===== src/rtl/multicycle_control_if.sv =====
// Control-unit handshake bundle: instruction/ALU status and memory ready in,
// datapath enables and memory request out. master = control unit side.
interface multicycle_control_if;
  logic       run;
  logic [6:0] opcode;
  logic [2:0] fun3;
  logic       alu_zero;
  logic       alu_lt;
  logic       mem_ready;
  logic       mem_req;
  logic       mem_we;
  logic       ir_write;
  logic       pc_write;
  logic       pc_branch;
  logic [1:0] alu_op;
  logic       alu_fun7_en;
  logic       alu_src_b_imm;
  logic       reg_write;
  logic       mem_to_reg;
  logic       busy;
  logic       illegal_instr;

  modport master (
    input  run, opcode, fun3, alu_zero, alu_lt, mem_ready,
    output mem_req, mem_we, ir_write, pc_write, pc_branch, alu_op,
           alu_fun7_en, alu_src_b_imm, reg_write, mem_to_reg, busy, illegal_instr
  );

  modport slave (
    output run, opcode, fun3, alu_zero, alu_lt, mem_ready,
    input  mem_req, mem_we, ir_write, pc_write, pc_branch, alu_op,
           alu_fun7_en, alu_src_b_imm, reg_write, mem_to_reg, busy, illegal_instr
  );
endinterface


===== src/rtl/multicycle_control.sv =====
// Multi-cycle RISC-V main control FSM (fetch/decode/exec/mem/writeback).
// Define ILLEGAL_TRAP_EN to build the TRAP state for bad opcodes / branch fun3.
module multicycle_control (
  input logic            clk,
  input logic            rst_n,
  multicycle_control_if.master bus
);
  localparam logic [6:0] OP_R  = 7'b0110011;
  localparam logic [6:0] OP_I  = 7'b0010011;
  localparam logic [6:0] OP_LD = 7'b0000011;
  localparam logic [6:0] OP_ST = 7'b0100011;
  localparam logic [6:0] OP_BR = 7'b1100011;

  typedef enum logic [3:0] {
    IDLE, FETCH, DECODE, EXEC_R, EXEC_I, MEM_ADDR, MEM_RD, MEM_WR,
    WB_ALU, WB_MEM, BRANCH
`ifdef ILLEGAL_TRAP_EN
    , TRAP
`endif
  } state_t;

  typedef struct packed {
    logic       mem_req;
    logic       mem_we;
    logic [1:0] alu_op;
    logic       fun7_en;
    logic       src_b_imm;
    logic       reg_write;
    logic       mem_to_reg;
    logic       busy;
  } ctl_t;

  state_t state, nst;
  ctl_t   ctl;
  logic   taken, f3_ok;

  always_comb begin
    taken = 1'b0;
    f3_ok = 1'b1;
    case (bus.fun3)
      3'b000:  taken = bus.alu_zero;
      3'b001:  taken = !bus.alu_zero;
      3'b100:  taken = bus.alu_lt;
      3'b101:  taken = !bus.alu_lt;
      default: f3_ok = 1'b0;
    endcase
  end

  always_comb begin
    nst = state;
    case (state)
      IDLE:   if (bus.run) nst = FETCH;
      FETCH:  if (bus.mem_ready) nst = DECODE;
      DECODE: begin
        case (bus.opcode)
          OP_R:         nst = EXEC_R;
          OP_I:         nst = EXEC_I;
          OP_LD, OP_ST: nst = MEM_ADDR;
          OP_BR:        nst = BRANCH;
`ifdef ILLEGAL_TRAP_EN
          default:      nst = TRAP;
`else
          default:      nst = FETCH;
`endif
        endcase
      end
      EXEC_R, EXEC_I: nst = WB_ALU;
      MEM_ADDR:       nst = (bus.opcode == OP_LD) ? MEM_RD : MEM_WR;
      MEM_RD:         if (bus.mem_ready) nst = WB_MEM;
      MEM_WR:         if (bus.mem_ready) nst = FETCH;
      WB_ALU, WB_MEM: nst = FETCH;
`ifdef ILLEGAL_TRAP_EN
      BRANCH:         nst = f3_ok ? FETCH : TRAP;
      TRAP:           nst = TRAP;
`else
      BRANCH:         nst = FETCH;
`endif
      default:        nst = IDLE;
    endcase
  end

  // Moore outputs for the state being entered; the IR is stable across an
  // instruction, so opcode/fun3 can steer WB_ALU to repeat its EXEC selects.
  function automatic ctl_t decode(state_t s, logic is_r, logic f3_sr);
    ctl_t c;
    c      = '0;
    c.busy = (s != IDLE);
    case (s)
      FETCH:    c.mem_req = 1'b1;
      EXEC_R:   begin c.alu_op = 2'b10; c.fun7_en = 1'b1; end
      EXEC_I:   begin c.alu_op = 2'b10; c.src_b_imm = 1'b1; c.fun7_en = f3_sr; end
      WB_ALU:   begin
        c.alu_op    = 2'b10;
        c.reg_write = 1'b1;
        c.src_b_imm = !is_r;
        c.fun7_en   = is_r | f3_sr;
      end
      MEM_ADDR: c.src_b_imm = 1'b1;
      MEM_RD:   begin c.src_b_imm = 1'b1; c.mem_req = 1'b1; end
      MEM_WR:   begin c.src_b_imm = 1'b1; c.mem_req = 1'b1; c.mem_we = 1'b1; end
      WB_MEM:   begin c.reg_write = 1'b1; c.mem_to_reg = 1'b1; end
      BRANCH:   c.alu_op = 2'b01;
      default:  ;
    endcase
    return c;
  endfunction

  always_ff @(posedge clk or negedge rst_n) begin
    if (!rst_n) begin
      state <= IDLE;
      ctl   <= '0;
    end else begin
      state <= nst;
      ctl   <= decode(nst, bus.opcode[5], bus.fun3 == 3'b101);
    end
  end

  assign bus.mem_req       = ctl.mem_req;
  assign bus.mem_we        = ctl.mem_we;
  assign bus.alu_op        = ctl.alu_op;
  assign bus.alu_fun7_en   = ctl.fun7_en;
  assign bus.alu_src_b_imm = ctl.src_b_imm;
  assign bus.reg_write     = ctl.reg_write;
  assign bus.mem_to_reg    = ctl.mem_to_reg;
  assign bus.busy          = ctl.busy;

  // Completion-qualified strobes depend on same-cycle handshake / ALU flags.
  assign bus.ir_write  = (state == FETCH) && bus.mem_ready;
  assign bus.pc_write  = (state == FETCH) && bus.mem_ready;
  assign bus.pc_branch = (state == BRANCH) && taken;

`ifdef ILLEGAL_TRAP_EN
  assign bus.illegal_instr = (state == TRAP);
`else
  assign bus.illegal_instr = 1'b0;
`endif
endmodule

===== src/flat_wrapper.sv =====
// flat-port wrapper written by rule: the top's interface ports become plain ports
module multicycle_control_flat 
  (clk, rst_n, bus_run, bus_opcode, bus_fun3, bus_alu_zero, bus_alu_lt, bus_mem_ready, bus_mem_req, bus_mem_we, bus_ir_write, bus_pc_write, bus_pc_branch, bus_alu_op, bus_alu_fun7_en, bus_alu_src_b_imm, bus_reg_write, bus_mem_to_reg, bus_busy, bus_illegal_instr);
  multicycle_control_if bus_i ();
  input logic clk;
  input logic rst_n;
  input wire logic [$bits(bus_i.run)-1:0] bus_run;
  input wire logic [$bits(bus_i.opcode)-1:0] bus_opcode;
  input wire logic [$bits(bus_i.fun3)-1:0] bus_fun3;
  input wire logic [$bits(bus_i.alu_zero)-1:0] bus_alu_zero;
  input wire logic [$bits(bus_i.alu_lt)-1:0] bus_alu_lt;
  input wire logic [$bits(bus_i.mem_ready)-1:0] bus_mem_ready;
  output wire logic [$bits(bus_i.mem_req)-1:0] bus_mem_req;
  output wire logic [$bits(bus_i.mem_we)-1:0] bus_mem_we;
  output wire logic [$bits(bus_i.ir_write)-1:0] bus_ir_write;
  output wire logic [$bits(bus_i.pc_write)-1:0] bus_pc_write;
  output wire logic [$bits(bus_i.pc_branch)-1:0] bus_pc_branch;
  output wire logic [$bits(bus_i.alu_op)-1:0] bus_alu_op;
  output wire logic [$bits(bus_i.alu_fun7_en)-1:0] bus_alu_fun7_en;
  output wire logic [$bits(bus_i.alu_src_b_imm)-1:0] bus_alu_src_b_imm;
  output wire logic [$bits(bus_i.reg_write)-1:0] bus_reg_write;
  output wire logic [$bits(bus_i.mem_to_reg)-1:0] bus_mem_to_reg;
  output wire logic [$bits(bus_i.busy)-1:0] bus_busy;
  output wire logic [$bits(bus_i.illegal_instr)-1:0] bus_illegal_instr;
  assign bus_i.run = bus_run;
  assign bus_i.opcode = bus_opcode;
  assign bus_i.fun3 = bus_fun3;
  assign bus_i.alu_zero = bus_alu_zero;
  assign bus_i.alu_lt = bus_alu_lt;
  assign bus_i.mem_ready = bus_mem_ready;
  assign bus_mem_req = bus_i.mem_req;
  assign bus_mem_we = bus_i.mem_we;
  assign bus_ir_write = bus_i.ir_write;
  assign bus_pc_write = bus_i.pc_write;
  assign bus_pc_branch = bus_i.pc_branch;
  assign bus_alu_op = bus_i.alu_op;
  assign bus_alu_fun7_en = bus_i.alu_fun7_en;
  assign bus_alu_src_b_imm = bus_i.alu_src_b_imm;
  assign bus_reg_write = bus_i.reg_write;
  assign bus_mem_to_reg = bus_i.mem_to_reg;
  assign bus_busy = bus_i.busy;
  assign bus_illegal_instr = bus_i.illegal_instr;
  multicycle_control u_core (.clk(clk), .rst_n(rst_n), .bus(bus_i));
endmodule

===== config.mk =====
export PLATFORM = sky130hd
export DESIGN_NAME = multicycle_control_flat
export DESIGN_NICKNAME = d
export VERILOG_FILES = /design/src/rtl/multicycle_control_if.sv /design/src/rtl/multicycle_control.sv /design/src/flat_wrapper.sv
export SDC_FILE = /design/constraint.sdc
export NUM_CORES = 1
export LEC_CHECK = 0
export CORE_ASPECT_RATIO = 1.2
export CORE_UTILIZATION = 36
export DETAILED_ROUTE_END_ITERATION = 8
export GPL_TIMING_DRIVEN = 0
export HOLD_SLACK_MARGIN = 0.03
export PLACE_DENSITY = 0.8
export SETUP_SLACK_MARGIN = 0.15
export SYNTH_ARGS = -nofsm -noshare
export SYNTH_HDL_FRONTEND = slang
export SYNTH_SLANG_ARGS = --single-unit
export TNS_END_PERCENT = 5

===== constraint.sdc =====
create_clock -name clk -period 1.3 [get_ports clk]
set_input_delay 0.26 -clock clk [delete_from_list [all_inputs] [get_ports clk]]
set_output_delay 0.26 -clock clk [all_outputs]
set_load 0.02 [all_outputs]

==> results_tabular.tex <==
\begin{tabular}{lr}
\hline
Metric & Value \\
\hline
\multicolumn{2}{l}{\textbf{GRT}} \\
Number of antenna violations at the first check in global routing & 0 \\
Tot GR Track Use & 18.0\% \\
Largest net degree at the start of global routing & 14 \\
Sum of overflow across all layers after global routing & 0 \\
Wire length of the first global-routing pass & 2.97 mm \\
Number of global-route vias before repair & 668 \\
\multicolumn{2}{l}{\textbf{Logic synthesis}} \\
Fraction of registers with async set/reset & 100\% \\
Arithmetic-cell share of the synthesized area counting full adders, half adders and majority gates & 0\% \\
Portion of netlist area occupied by mux cells & 1.36\% \\
Most used standard cell by instance count after synthesis & sky130\_fd\_sc\_hd\_\_dfrtp\_1 \\
Cell taking the most area after synthesis & sky130\_fd\_sc\_hd\_\_dfrtp\_1 \\
Most used standard cells in the synthesized netlist & 13 x sky130\_fd\_sc\_hd\_\_dfrtp\_1, 8 x sky130\_fd\_sc\_hd\_\_nand2\_1, 5 x sky130\_fd\_sc\_hd\_\_inv\_1, 5 x sky130\_fd\_sc\_hd\_\_nor2\_1 \\
Post-synthesis cell type count & 35 \\
Synthesized-area fraction occupied by ao, oa, aoi and oai cells & 17.9\% \\
Xor and xnor area share after synthesis & 2.38\% \\
Post-synthesis sequential area ratio & 44.2\% \\
Number of enable flip-flop cells after synthesis & 0 \\
Simple-gate share of the synthesized area & 25.0\% \\
Flip-flop and latch count after synthesis & 13 \\
Number of instances in the synthesized netlist & 76 \\
Top cells by area, synth & sky130\_fd\_sc\_hd\_\_dfrtp\_1 44\%, sky130\_fd\_sc\_hd\_\_nand2\_1 4.1\%, sky130\_fd\_sc\_hd\_\_buf\_4 3.1\% \\
Dominant combinational cell family by area after synthesis & simple AND/OR/NAND/NOR gates \\
Mean instance size in the synthesized netlist & 9.68 sq um \\
Warnings, synthesis & 0 \\
Synthesized cell area & $\sim$740 sq um \\
Area share of the leading cell type in the synthesized netlist & 44.2\% \\
Number of nets produced by synthesis & 92 \\
Most frequently used flop master after synthesis & sky130\_fd\_sc\_hd\_\_dfrtp\_1 \\
\multicolumn{2}{l}{\textbf{Pwr}} \\
Power per Cell Area & about 1700 mW/mm\^{}2 \\
Total power of the final layout & 1.97 mW \\
Leakage power of the design & 0.563 nW \\
Highest ir drop seen on vdd & between 700 and 800 uV \\
\multicolumn{2}{l}{\textbf{Route}} \\
WL/cell & 13.3 microns \\
Via total after detailed routing & $\sim$700 \\
DR DRC count & 0 \\
Count of antenna-violating nets left after detailed routing & 0 \\
Routed wire length & approximately 1.8 mm \\
DRC marker count from the first detailed-route iteration & 17 \\
Via count normalized by instance count & 5.15 \\
Pre-antenna DRT Iters & 4 \\
\multicolumn{2}{l}{\textbf{Floorplan}} \\
Initial standard-cell utilization of the core & 39.3\% \\
Core Footprint & 0.00187 sq mm \\
Count of pins on the block boundary & 29 \\
Area of the die & between 0.002 and 0.0025 sq mm \\
Die height & between 50 and 60 microns \\
Row count & 17 \\
Die boundary width & 43.3 microns \\
\multicolumn{2}{l}{\textbf{Status}} \\
Status & finished, violations left \\
Violations in the final reports & setup timing \\
\multicolumn{2}{l}{\textbf{Clock tree}} \\
Number of clock sinks & 13 \\
Skew-Pair Late Insertion Delay & around 0.27 ns \\
Buffer type at the clock tree root & sky130\_fd\_sc\_hd\_\_clkbuf\_4 \\
CTS tree & built \\
Number of buffers added by the clock tree synthesis step & 3 \\
Count of hold-fix buffers inserted at cts & 0 \\
Register clock-pin slew on the reported worst setup and hold paths & 0.07 ns \\
H-tree lvl count & 1 \\
Maximum count of clock buffers along a single path & 2 \\
\multicolumn{2}{l}{\textbf{STA}} \\
Max transition margin & 63.8\% \\
Final period util & 123\% \\
Slew at the pin closest to its max-slew limit & 0.542 ns \\
Maximum clock skew at final layout & 0.00254 ns \\
Final-layout setup total negative slack & -2.13 ns \\
Final hold violations & 0 \\
Maximum achievable frequency & 0.627 GHz \\
WHS & 0.343 ns \\
Setup repair after global routing missed its margin & true \\
Number of pins exceeding their max-slew limit in the final report & 0 \\
Post-layout worst setup margin & -0.296 ns \\
Time the final worst path needs with I/O delays and setup & 1.60 ns \\
Number of setup violations in the final report & 12 \\
\multicolumn{2}{l}{\textbf{Finish}} \\
Layout cell share with drive strength beyond 1 & between 40\% and 50\% \\
Area of all placed cells without fillers & about 0.0012 sq mm \\
Final layout net count & about 130 \\
Number of flip-flops in the largest register & 4 \\
Synthesis-to-layout area growth & 57.3\% \\
Filler cell count & between 150 and 200 \\
Number of diodes & 0 \\
Register with the most flip-flops & u\_core.state \\
Post-layout instance count excluding filler cells & 136 \\
Fin util & between 60 and 70\% \\
\multicolumn{2}{l}{\textbf{Place}} \\
Final weighted congestion in routability-driven placement & 0.822 \\
Detailed placer's ending HPWL & 1.20 mm \\
Cell area after placement & 0.00107 sq mm \\
Port bufs & 27 \\
Worst setup slack after placement & -0.824 ns \\
Number of placed instances with taps included & 122 \\
\multicolumn{2}{l}{\textbf{Worst setup path}} \\
Arrival time of data at the critical path endpoint & 1.34 ns \\
Category of the most critical setup path & reg2out \\
Critical path peak fanout & 5 \\
Category of the worst setup path capture point & primary output \\
Worst EP required & 1.04 ns \\
Element type at the critical path start & flop \\
\multicolumn{2}{l}{\textbf{Flow run}} \\
Max-capacitance violation count & 0 \\
\multicolumn{2}{l}{\textbf{Worst hold path}} \\
Worst min-delay path class & in2async \\
\hline
\end{tabular}
[cell type report]
| type | instances | area (sq um) | share of cell area, % |
|---|---|---|---|
| Sequential cell | 13 | 327 | 28.2 |
| Timing Repair Buffer | 37 | 289 | 25.0 |
| Inverter | 5 | 18.8 | 1.62 |
| Tap cell | 19 | 23.8 | 2.05 |
| Clock buffer | 4 | 26.3 | 2.27 |
| Buffer | 5 | 52.6 | 4.54 |
| Multi-Input combinational cell | 53 | 420 | 36.3 |
[final timing paths]
path | cells after the start | end | start | slack (ns)
worst max-delay path | 4 | bus_pc_write | u_core.state[0] | -0.30
worst min-delay path | 1 | u_core.bus.reg_write | rst_n | 0.34
worst max register to register | 6 | u_core.bus.mem_req | u_core.state[0] | -0.26
worst min register to register | 2 | u_core.bus.mem_to_reg | u_core.state[0] | 0.74
max in group asynchronous | 1 | u_core.state[2] | rst_n | 0.57
min in group clk | 3 | u_core.bus.alu_op[0] | bus_opcode[6] | 0.38
[worst max-delay path, cell delays in order (launching register included)]
cell and delay (ns):
sky130_fd_sc_hd__dfrtp_1 0.44, sky130_fd_sc_hd__buf_6 0.16, sky130_fd_sc_hd__and4b_2 0.24, sky130_fd_sc_hd__buf_6 0.11, sky130_fd_sc_hd__buf_6 0.12
[layout by cell type (no fill, tap or decap), types with 2 or more instances in the layout]
| cell type | synthesis | final |
|---|---|---|
| sky130_fd_sc_hd__dfrtp_1 | 13 | 12 |
| sky130_fd_sc_hd__buf_4 | 3 | 11 |
| sky130_fd_sc_hd__buf_2 | 0 | 11 |
| sky130_fd_sc_hd__clkdlybuf4s50_1 | 0 | 10 |
| sky130_fd_sc_hd__nand2_1 | 8 | 8 |
| sky130_fd_sc_hd__buf_6 | 2 | 5 |
| sky130_fd_sc_hd__inv_1 | 5 | 5 |
| sky130_fd_sc_hd__dlygate4sd2_1 | 0 | 4 |
| sky130_fd_sc_hd__nand3b_1 | 3 | 3 |
| sky130_fd_sc_hd__nor2_1 | 5 | 3 |
| sky130_fd_sc_hd__a21oi_2 | 1 | 3 |
| sky130_fd_sc_hd__clkbuf_4 | 0 | 3 |
| sky130_fd_sc_hd__nor2b_4 | 1 | 2 |
| sky130_fd_sc_hd__o22ai_2 | 0 | 2 |
| sky130_fd_sc_hd__o21ai_0 | 3 | 2 |
| sky130_fd_sc_hd__xor2_1 | 2 | 2 |
| sky130_fd_sc_hd__nor3_1 | 2 | 2 |
[timing repair]
item                       4_1_cts  5_1_grt
pin swaps                        7        4
gates resized for setup         56       11
gates cloned                     0        0
setup buffers                   10        0
setup endpoints to repair       23       21
[power by group]
part / internal, mW / switching [mW]
clock network: 0.119 / 0.118
logic: 0.588 / 0.571
registers: 0.511 / 0.0630
[cells by family (layout without fill, tap and decap cells)]
| logic type | count (synthesis) | after routing |
|---|---|---|
| AND/OR/NAND/NOR | 31 | 31 |
| AO/OA/AOI/OAI | 18 | 18 |
| flip-flops | 13 | 13 |
| buffers and inverters | 10 | 51 |
| XOR/XNOR | 2 | 2 |
| other | 1 | 1 |
| multiplexers | 1 | 1 |
[layer usage]
layer | vias up | global-route usage, % | part of all wire (%) | wire, microns
met3 | 2 | 2.08 | 4.1 | 74
met4 | 0 | 10.6 | 1.5 | 27
li1 | 341 | - | - | -
met1 | 335 | 22.6 | 43 | 773
met5 | - | 0 | 0 | 0
met2 | 23 | 29.6 | 51 | 928
Power figures use the tool's default switching activity.
